## config.mk

```make
export PLATFORM = sky130hd
export DESIGN_NAME = alu_ctrl_flat
export DESIGN_NICKNAME = d
export VERILOG_FILES = /design/src/rtl/alu_pkg.sv /design/src/rtl/alu_ctrl_if.sv /design/src/rtl/alu_ctrl_regfile.sv /design/src/rtl/alu_ctrl.sv /design/src/flat_wrapper.sv
export SDC_FILE = /design/constraint.sdc
export NUM_CORES = 1
export LEC_CHECK = 0
export ABC_AREA = 1
export CELL_PAD_IN_SITES_DETAIL_PLACEMENT = 1
export CELL_PAD_IN_SITES_GLOBAL_PLACEMENT = 1
export CORE_UTILIZATION = 30
export DETAILED_ROUTE_END_ITERATION = 10
export GPL_TIMING_DRIVEN = 0
export PLACE_DENSITY = 0.73
export SYNTH_ARGS = -nofsm -noshare
export SYNTH_HDL_FRONTEND = slang
export SYNTH_HIERARCHICAL = 1
export SYNTH_SLANG_ARGS = --single-unit
```

## constraint.sdc

```tcl
create_clock -name clk -period 3.2 [get_ports clk]
set_input_delay 0.8 -clock clk [delete_from_list [all_inputs] [get_ports clk]]
set_output_delay 0.8 -clock clk [all_outputs]
set_load 0.005 [all_outputs]
```

## src/rtl/alu_pkg.sv

```systemverilog
// Shared constants for the ALU command sequencer: data width, op codes, FSM states.
package alu_pkg;

  localparam int W = 4;

  localparam logic [1:0] OP_AND  = 2'b00;
  localparam logic [1:0] OP_OR   = 2'b01;
  localparam logic [1:0] OP_XOR  = 2'b10;
  localparam logic [1:0] OP_NOTA = 2'b11;

  localparam logic [1:0] OP_ADD  = 2'b00;
  localparam logic [1:0] OP_SUB  = 2'b01;
  localparam logic [1:0] OP_NEGA = 2'b10;
  localparam logic [1:0] OP_NEGB = 2'b11;

  localparam logic [1:0] ST_IDLE = 2'd0;
  localparam logic [1:0] ST_EXEC = 2'd1;
  localparam logic [1:0] ST_WB   = 2'd2;

endpackage

```

## src/rtl/alu_ctrl_if.sv

```systemverilog
// Command handshake, ALU operand/result path and write-back response of alu_ctrl.
interface alu_ctrl_if;
  import alu_pkg::*;

  logic         cmd_valid;
  logic         cmd_ready;
  logic         cmd_imm_en;
  logic [W-1:0] cmd_imm;
  logic         cmd_arit;
  logic [1:0]   cmd_op;
  logic [1:0]   cmd_ra;
  logic [1:0]   cmd_rb;
  logic [1:0]   cmd_rd;

  logic [W-1:0] alu_a;
  logic [W-1:0] alu_b;
  logic [1:0]   alu_op;
  logic         alu_arit;
  logic [W-1:0] alu_r;
  logic         alu_z;
  logic         alu_c;
  logic         alu_s;

  logic         flag_z;
  logic         flag_c;
  logic         flag_s;
  logic         done;
  logic [W-1:0] rsp_r;

  modport master (
    output cmd_valid, cmd_imm_en, cmd_imm, cmd_arit, cmd_op, cmd_ra, cmd_rb, cmd_rd,
    output alu_r, alu_z, alu_c, alu_s,
    input  cmd_ready, alu_a, alu_b, alu_op, alu_arit,
    input  flag_z, flag_c, flag_s, done, rsp_r
  );

  modport slave (
    input  cmd_valid, cmd_imm_en, cmd_imm, cmd_arit, cmd_op, cmd_ra, cmd_rb, cmd_rd,
    input  alu_r, alu_z, alu_c, alu_s,
    output cmd_ready, alu_a, alu_b, alu_op, alu_arit,
    output flag_z, flag_c, flag_s, done, rsp_r
  );

endinterface

```

## src/rtl/alu_ctrl_regfile.sv

```systemverilog
// NREGS x W register file: two combinational read ports, one synchronous write port.
module alu_ctrl_regfile #(
  parameter int NREGS = 4,
  parameter int W     = 4
) (
  input  logic                     clk,
  input  logic                     reset,
  input  logic [$clog2(NREGS)-1:0] ra,
  input  logic [$clog2(NREGS)-1:0] rb,
  output logic [W-1:0]             rdata_a,
  output logic [W-1:0]             rdata_b,
  input  logic                     we,
  input  logic [$clog2(NREGS)-1:0] wa,
  input  logic [W-1:0]             wdata
);

  logic [W-1:0] regs [NREGS];

  assign rdata_a = regs[ra];
  assign rdata_b = regs[rb];

  always_ff @(posedge clk) begin
    if (reset) begin
      for (int i = 0; i < NREGS; i++) regs[i] <= '0;
    end else if (we) begin
      regs[wa] <= wdata;
    end
  end

endmodule

```

## src/rtl/alu_ctrl.sv

```systemverilog
// Sequences register-level commands through an external ALU: 3 cycles per ALU op, 2 per immediate.
// cmd_ready is high only in IDLE; a producer holding cmd_valid is taken on the next IDLE cycle.
module alu_ctrl import alu_pkg::*; #(
  parameter int NREGS = 4,
  parameter int W     = 4
) (
  input logic       clk,
  input logic       reset,
  alu_ctrl_if.slave bus
);

  logic [1:0]   state;
  logic [1:0]   rd_q;
  logic [W-1:0] res_q;
  logic         z_q, c_q, s_q;
  logic         imm_q;
  logic [W-1:0] rf_a, rf_b;
  logic         accept;
  logic         wb;

  assign bus.cmd_ready = (state == ST_IDLE) && !reset;
  assign accept        = bus.cmd_valid && bus.cmd_ready;
  assign wb            = (state == ST_WB) && !reset;
  assign bus.done      = wb;
  assign bus.rsp_r     = res_q;

  alu_ctrl_regfile #(.NREGS(NREGS), .W(W)) u_regfile (
    .clk     (clk),
    .reset   (reset),
    .ra      (bus.cmd_ra),
    .rb      (bus.cmd_rb),
    .rdata_a (rf_a),
    .rdata_b (rf_b),
    .we      (wb),
    .wa      (rd_q),
    .wdata   (res_q)
  );

  always_ff @(posedge clk) begin
    if (reset) begin
      state        <= ST_IDLE;
      rd_q         <= '0;
      res_q        <= '0;
      z_q          <= 1'b0;
      c_q          <= 1'b0;
      s_q          <= 1'b0;
      imm_q        <= 1'b0;
      bus.alu_a    <= '0;
      bus.alu_b    <= '0;
      bus.alu_op   <= '0;
      bus.alu_arit <= 1'b0;
      bus.flag_z   <= 1'b0;
      bus.flag_c   <= 1'b0;
      bus.flag_s   <= 1'b0;
    end else begin
      case (state)
        ST_IDLE: begin
          if (accept) begin
            rd_q  <= bus.cmd_rd;
            imm_q <= bus.cmd_imm_en;
            if (bus.cmd_imm_en) begin
              res_q <= bus.cmd_imm;
              state <= ST_WB;
            end else begin
              bus.alu_a    <= rf_a;
              bus.alu_b    <= rf_b;
              bus.alu_op   <= bus.cmd_op;
              bus.alu_arit <= bus.cmd_arit;
              state        <= ST_EXEC;
            end
          end
        end
        ST_EXEC: begin
          res_q <= bus.alu_r;
          z_q   <= bus.alu_z;
          c_q   <= bus.alu_c;
          s_q   <= bus.alu_s;
          state <= ST_WB;
        end
        ST_WB: begin
          // Logic ops leave the ALU's carry and sign undefined, so only z moves for them.
          if (!imm_q) begin
            bus.flag_z <= z_q;
            if (bus.alu_arit) begin
              bus.flag_c <= c_q;
              bus.flag_s <= s_q;
            end
          end
          state <= ST_IDLE;
        end
        default: state <= ST_IDLE;
      endcase
    end
  end

endmodule

```

## src/flat_wrapper.sv

```systemverilog
// flat-port wrapper written by rule: the top's interface ports become plain ports
module alu_ctrl_flat import alu_pkg::*;
#(
  parameter int NREGS = 4,
  parameter int W     = 4
)
  (clk, reset, bus_cmd_valid, bus_cmd_imm_en, bus_cmd_imm, bus_cmd_arit, bus_cmd_op, bus_cmd_ra, bus_cmd_rb, bus_cmd_rd, bus_alu_r, bus_alu_z, bus_alu_c, bus_alu_s, bus_cmd_ready, bus_alu_a, bus_alu_b, bus_alu_op, bus_alu_arit, bus_flag_z, bus_flag_c, bus_flag_s, bus_done, bus_rsp_r);
  alu_ctrl_if bus_i ();
  input logic clk;
  input logic reset;
  input wire logic [$bits(bus_i.cmd_valid)-1:0] bus_cmd_valid;
  input wire logic [$bits(bus_i.cmd_imm_en)-1:0] bus_cmd_imm_en;
  input wire logic [$bits(bus_i.cmd_imm)-1:0] bus_cmd_imm;
  input wire logic [$bits(bus_i.cmd_arit)-1:0] bus_cmd_arit;
  input wire logic [$bits(bus_i.cmd_op)-1:0] bus_cmd_op;
  input wire logic [$bits(bus_i.cmd_ra)-1:0] bus_cmd_ra;
  input wire logic [$bits(bus_i.cmd_rb)-1:0] bus_cmd_rb;
  input wire logic [$bits(bus_i.cmd_rd)-1:0] bus_cmd_rd;
  input wire logic [$bits(bus_i.alu_r)-1:0] bus_alu_r;
  input wire logic [$bits(bus_i.alu_z)-1:0] bus_alu_z;
  input wire logic [$bits(bus_i.alu_c)-1:0] bus_alu_c;
  input wire logic [$bits(bus_i.alu_s)-1:0] bus_alu_s;
  output wire logic [$bits(bus_i.cmd_ready)-1:0] bus_cmd_ready;
  output wire logic [$bits(bus_i.alu_a)-1:0] bus_alu_a;
  output wire logic [$bits(bus_i.alu_b)-1:0] bus_alu_b;
  output wire logic [$bits(bus_i.alu_op)-1:0] bus_alu_op;
  output wire logic [$bits(bus_i.alu_arit)-1:0] bus_alu_arit;
  output wire logic [$bits(bus_i.flag_z)-1:0] bus_flag_z;
  output wire logic [$bits(bus_i.flag_c)-1:0] bus_flag_c;
  output wire logic [$bits(bus_i.flag_s)-1:0] bus_flag_s;
  output wire logic [$bits(bus_i.done)-1:0] bus_done;
  output wire logic [$bits(bus_i.rsp_r)-1:0] bus_rsp_r;
  assign bus_i.cmd_valid = bus_cmd_valid;
  assign bus_i.cmd_imm_en = bus_cmd_imm_en;
  assign bus_i.cmd_imm = bus_cmd_imm;
  assign bus_i.cmd_arit = bus_cmd_arit;
  assign bus_i.cmd_op = bus_cmd_op;
  assign bus_i.cmd_ra = bus_cmd_ra;
  assign bus_i.cmd_rb = bus_cmd_rb;
  assign bus_i.cmd_rd = bus_cmd_rd;
  assign bus_i.alu_r = bus_alu_r;
  assign bus_i.alu_z = bus_alu_z;
  assign bus_i.alu_c = bus_alu_c;
  assign bus_i.alu_s = bus_alu_s;
  assign bus_cmd_ready = bus_i.cmd_ready;
  assign bus_alu_a = bus_i.alu_a;
  assign bus_alu_b = bus_i.alu_b;
  assign bus_alu_op = bus_i.alu_op;
  assign bus_alu_arit = bus_i.alu_arit;
  assign bus_flag_z = bus_i.flag_z;
  assign bus_flag_c = bus_i.flag_c;
  assign bus_flag_s = bus_i.flag_s;
  assign bus_done = bus_i.done;
  assign bus_rsp_r = bus_i.rsp_r;
  alu_ctrl #(.NREGS(NREGS), .W(W)) u_core (.clk(clk), .reset(reset), .bus(bus_i));
endmodule
```

==> results by group <==
Power
  – VDD IR-drop max: 0.172 mV
  – Lkg Pwr: 1.24 nW
  – PwrDens: 483 nW/um^2

STA
  – Hold Violations, Final: 0
  – RSZ-0062 raised after global routing: no
  – Max Fclk: 321 MHz
  – Final setup fails: 0
  – Slew margin rel.: 0.636
  – Final Slew Violations: 0
  – Period utilization: 0.974
  – Clock period minus worst slack: 3.12 ns
  – Skew final: 0.00581 ns
  – Worst-Margin Slew: 0.540 ns

Layout
  – Share of layout cells above drive strength 1: 0.0733
  – Final instance area: 2680 sq um
  – Fin nets: 364
  – Ant. Diodes: 0
  – Area Growth Syn to Fin: 31.0%
  – Filler cells: 831
  – Fin cells: 418
  – Most frequent cells in the layout: 93 x nand2_1, 54 x nor2_1, 46 x inv_1, 41 x clkdlybuf4s50_1, 26 x dfxtp_1
  – Final cell utilization of the core: 0.415
  – Most common cell after layout, fill and taps aside: nand2_1

Place
  – IO Port Bufs: 41
  – DP HPWL: 3.93 mm
  – DP Cell Count: 410
  – Routability cong.: 0.796
  – Placed cell areas: 2550 sq um

Synth
  – Synth Area in Adders: 0
  – Xor/xnor share of the synthesized area: 0
  – Synth area leaders: dfxtp_1 25%, edfxtp_1 24%, nand2_1 17%, nor2_1 9.9%, inv_1 8.4%
  – Synthesized area per cell: 7.00 sq um
  – Synthesized area: 2040 sq um
  – Largest family of logic cells by synthesized area: simple AND/OR/NAND/NOR gates
  – Top-area cell type share of the netlist area: 0.255
  – Synth cell types: 19
  – Register area share after synthesis: 0.490
  – Leading area contributor after synthesis: dfxtp_1
  – Syn Nets: 316
  – Post-synthesis mux area share: 0
  – Gate Count Post-Synth: 292
  – Ys Warns: 6
  – Simple-gate area share of the yosys netlist: 0.362
  – Post-synthesis compound-gate area fraction: 0.0324
  – Post-synthesis register bit count: 42

Run status
  – Failing checks: design-rule violations
  – Status: finished with violations

Floorplanning
  – Die Y-Extent: 84.6 microns
  – IO Count: 44
  – FP Rows: 29
  – CORE AREA: 6460 sq um
  – Die W: 84.6 microns
  – Initial Util: 0.317
  – Die ar.: 7150 sq um

Clocking
  – Clock root cell: clkbuf_8
  – CTS Buffer Depth: 2
  – Clk_lat worst skew: 0.29 ns
  – CTS Hold Bufs: 0
  – Setup Buffers After CTS: 0
  – H-tree depth: 2
  – Number of clock sinks: 42
  – Clock buffer count from CTS: 5
  – Reg clk slew, reported paths: 0.08 ns
  – CTS tree: yes

Worst setup path
  – WP data arrival: 2.32 ns
  – Critical Path End Type: output pin
  – Worst-path maximum fanout: 8
  – Setup crit start kind: input port
  – Critical path origin: reset
  – Worst r2r src: u_core/state[1]$_SDFFE_PP0P_
  – Crit path kind: input port to output pin
  – Critical path endpoint: bus_done
  – FF-to-FF path depth: 4
  – WP data required: 2.40 ns
  – Critical R2R Capture: u_core/u_regfile/regs[2][1]$_SDFFCE_PN0P_
  – R2r setup slk: 1.45 ns

Global route
  – Grt ovf: 0
  – Largest net degree at the start of global routing: 14
  – Overall routing resource usage: 0.157
  – Antenna violations before repair: 0
  – Vias in the first global route: 1879
  – First-pass GRT wire length: 8.83 mm

Route
  – Top layer in use: met4
  – Via count: 1885
  – WL met3: 219 microns
  – Drt via density: 4.51
  – Remaining routing DRC violations: 4
  – Iter 0 DRT Violations: 70
  – Drt pass-1 iters: 7
  – Met2 wire len: 2.50 mm
  – Wire length on met1: 2.25 mm
  – Drt wl/cell: 12.0 microns
  – Routed wire length: 5.03 mm
  – Post-DRT Antenna Nets: 0

Run
  – Maxcap violations: 0

Min path
  – Hold Path Cell Cnt: 2
  – Worst hold path type: flip-flop to flip-flop
-- power by group --
part | internal [mW] | leakage, nW | switching, mW
logic | 0.124 | 0.804 | 0.144
clock network | 0.223 | 0.0566 | 0.181
registers | 0.595 | 0.378 | 0.0261
total | 0.942 | 1.24 | 0.351
-- kinds of logic after synthesis --
| kind of cell | count (synthesis) |
|---|---|
| DFF | 42 |
| buffers and inverters | 56 |
| AOI/OAI and AO/OA | 12 |
| and+or+nand+nor | 182 |
-- layout make-up --
cell class                 count  area (sq um)  area share
inverter                      49           184      0.0687
clock buffer                   8           111      0.0416
timing repair buffer          41           410       0.153
multi-input combinational    194           823       0.307
tap                           77          96.3      0.0360
sequential                    42          1000       0.374
buffer                         7          52.6      0.0196
-- metrics by stage --
step / hold slack (ns) / TNS, ns / power, mW / setup slack (ns)
floorplan: 0.421 / 0 / 0.777 / 0.998
global placement: 0.433 / -0.286 / 0.895 / -0.286
detailed placement: 0.445 / -0.298 / 0.902 / -0.298
CTS: 0.456 / 0 / 1.32 / 0.0186
global route: 0.498 / 0 / 1.38 / 0.00798
finish: 0.453 / 0 / 1.29 / 0.0825
-- repair_timing --
item / in CTS / in global routing
endpoints found under the setup margin: 2 / 1
pin swaps: 0 / 1
gates resized for setup: 3 / 0
gates cloned: 0 / 0
-- worst max-delay path, stage by stage --
cell	delay, ns
clkdlybuf4s50_1	0.46
clkbuf_2	0.22
nor3_4	0.27
clkdlybuf4s50_1	0.57
-- state kept, by name, indices dropped and copies added (netlist names) --
name,count
u_core/bus.alu_a,4
u_core/bus.alu_arit,1
u_core/bus.alu_b,4
u_core/bus.alu_op,2
u_core/bus.flag_c,1
u_core/bus.flag_s,1
u_core/bus.flag_z,1
u_core/bus.rsp_r,4
u_core/c_q,1
u_core/imm_q,1
u_core/rd_q,2
u_core/s_q,1
u_core/state,2
u_core/u_regfile/regs,16
u_core/z_q,1
-- Yosys cell counts --
| cell type | count |
|---|---|
| a21oi_1 | 4 |
| buf_2 | 2 |
| buf_4 | 2 |
| buf_6 | 2 |
| clkbuf_2 | 1 |
| dfxtp_1 | 26 |
| edfxtp_1 | 16 |
| inv_1 | 46 |
| inv_2 | 3 |
| nand2_1 | 93 |
| nand2_2 | 2 |
| nand3_1 | 21 |
| nand3_2 | 2 |
| nor2_1 | 54 |
| nor2_2 | 1 |
| nor3_1 | 9 |
| o21a_1 | 1 |
| o21ai_0 | 6 |
| o21ai_2 | 1 |
-- per-layer routing --
metal / track usage / vias up
li1: - / 983
met1: 0.191 / 858
met2: 0.275 / 37
met3: 0.0374 / 7
met4: 0.0462 / 0
met5: 0 / -
-- worst min-delay path by stage --
stage,from,endpoint,slack [ns]
global placement,u_core/imm_q$_SDFFE_PP0P_,u_core/imm_q$_SDFFE_PP0P_,0.43
CTS,u_core/imm_q$_SDFFE_PP0P_,u_core/imm_q$_SDFFE_PP0P_,0.46
finish,u_core/imm_q$_SDFFE_PP0P_,u_core/imm_q$_SDFFE_PP0P_,0.45
global route,u_core/imm_q$_SDFFE_PP0P_,u_core/imm_q$_SDFFE_PP0P_,0.50
floorplan,u_core/imm_q$_SDFFE_PP0P_,u_core/imm_q$_SDFFE_PP0P_,0.42
detailed placement,u_core/imm_q$_SDFFE_PP0P_,u_core/imm_q$_SDFFE_PP0P_,0.44
Power figures use the tool's default switching activity.
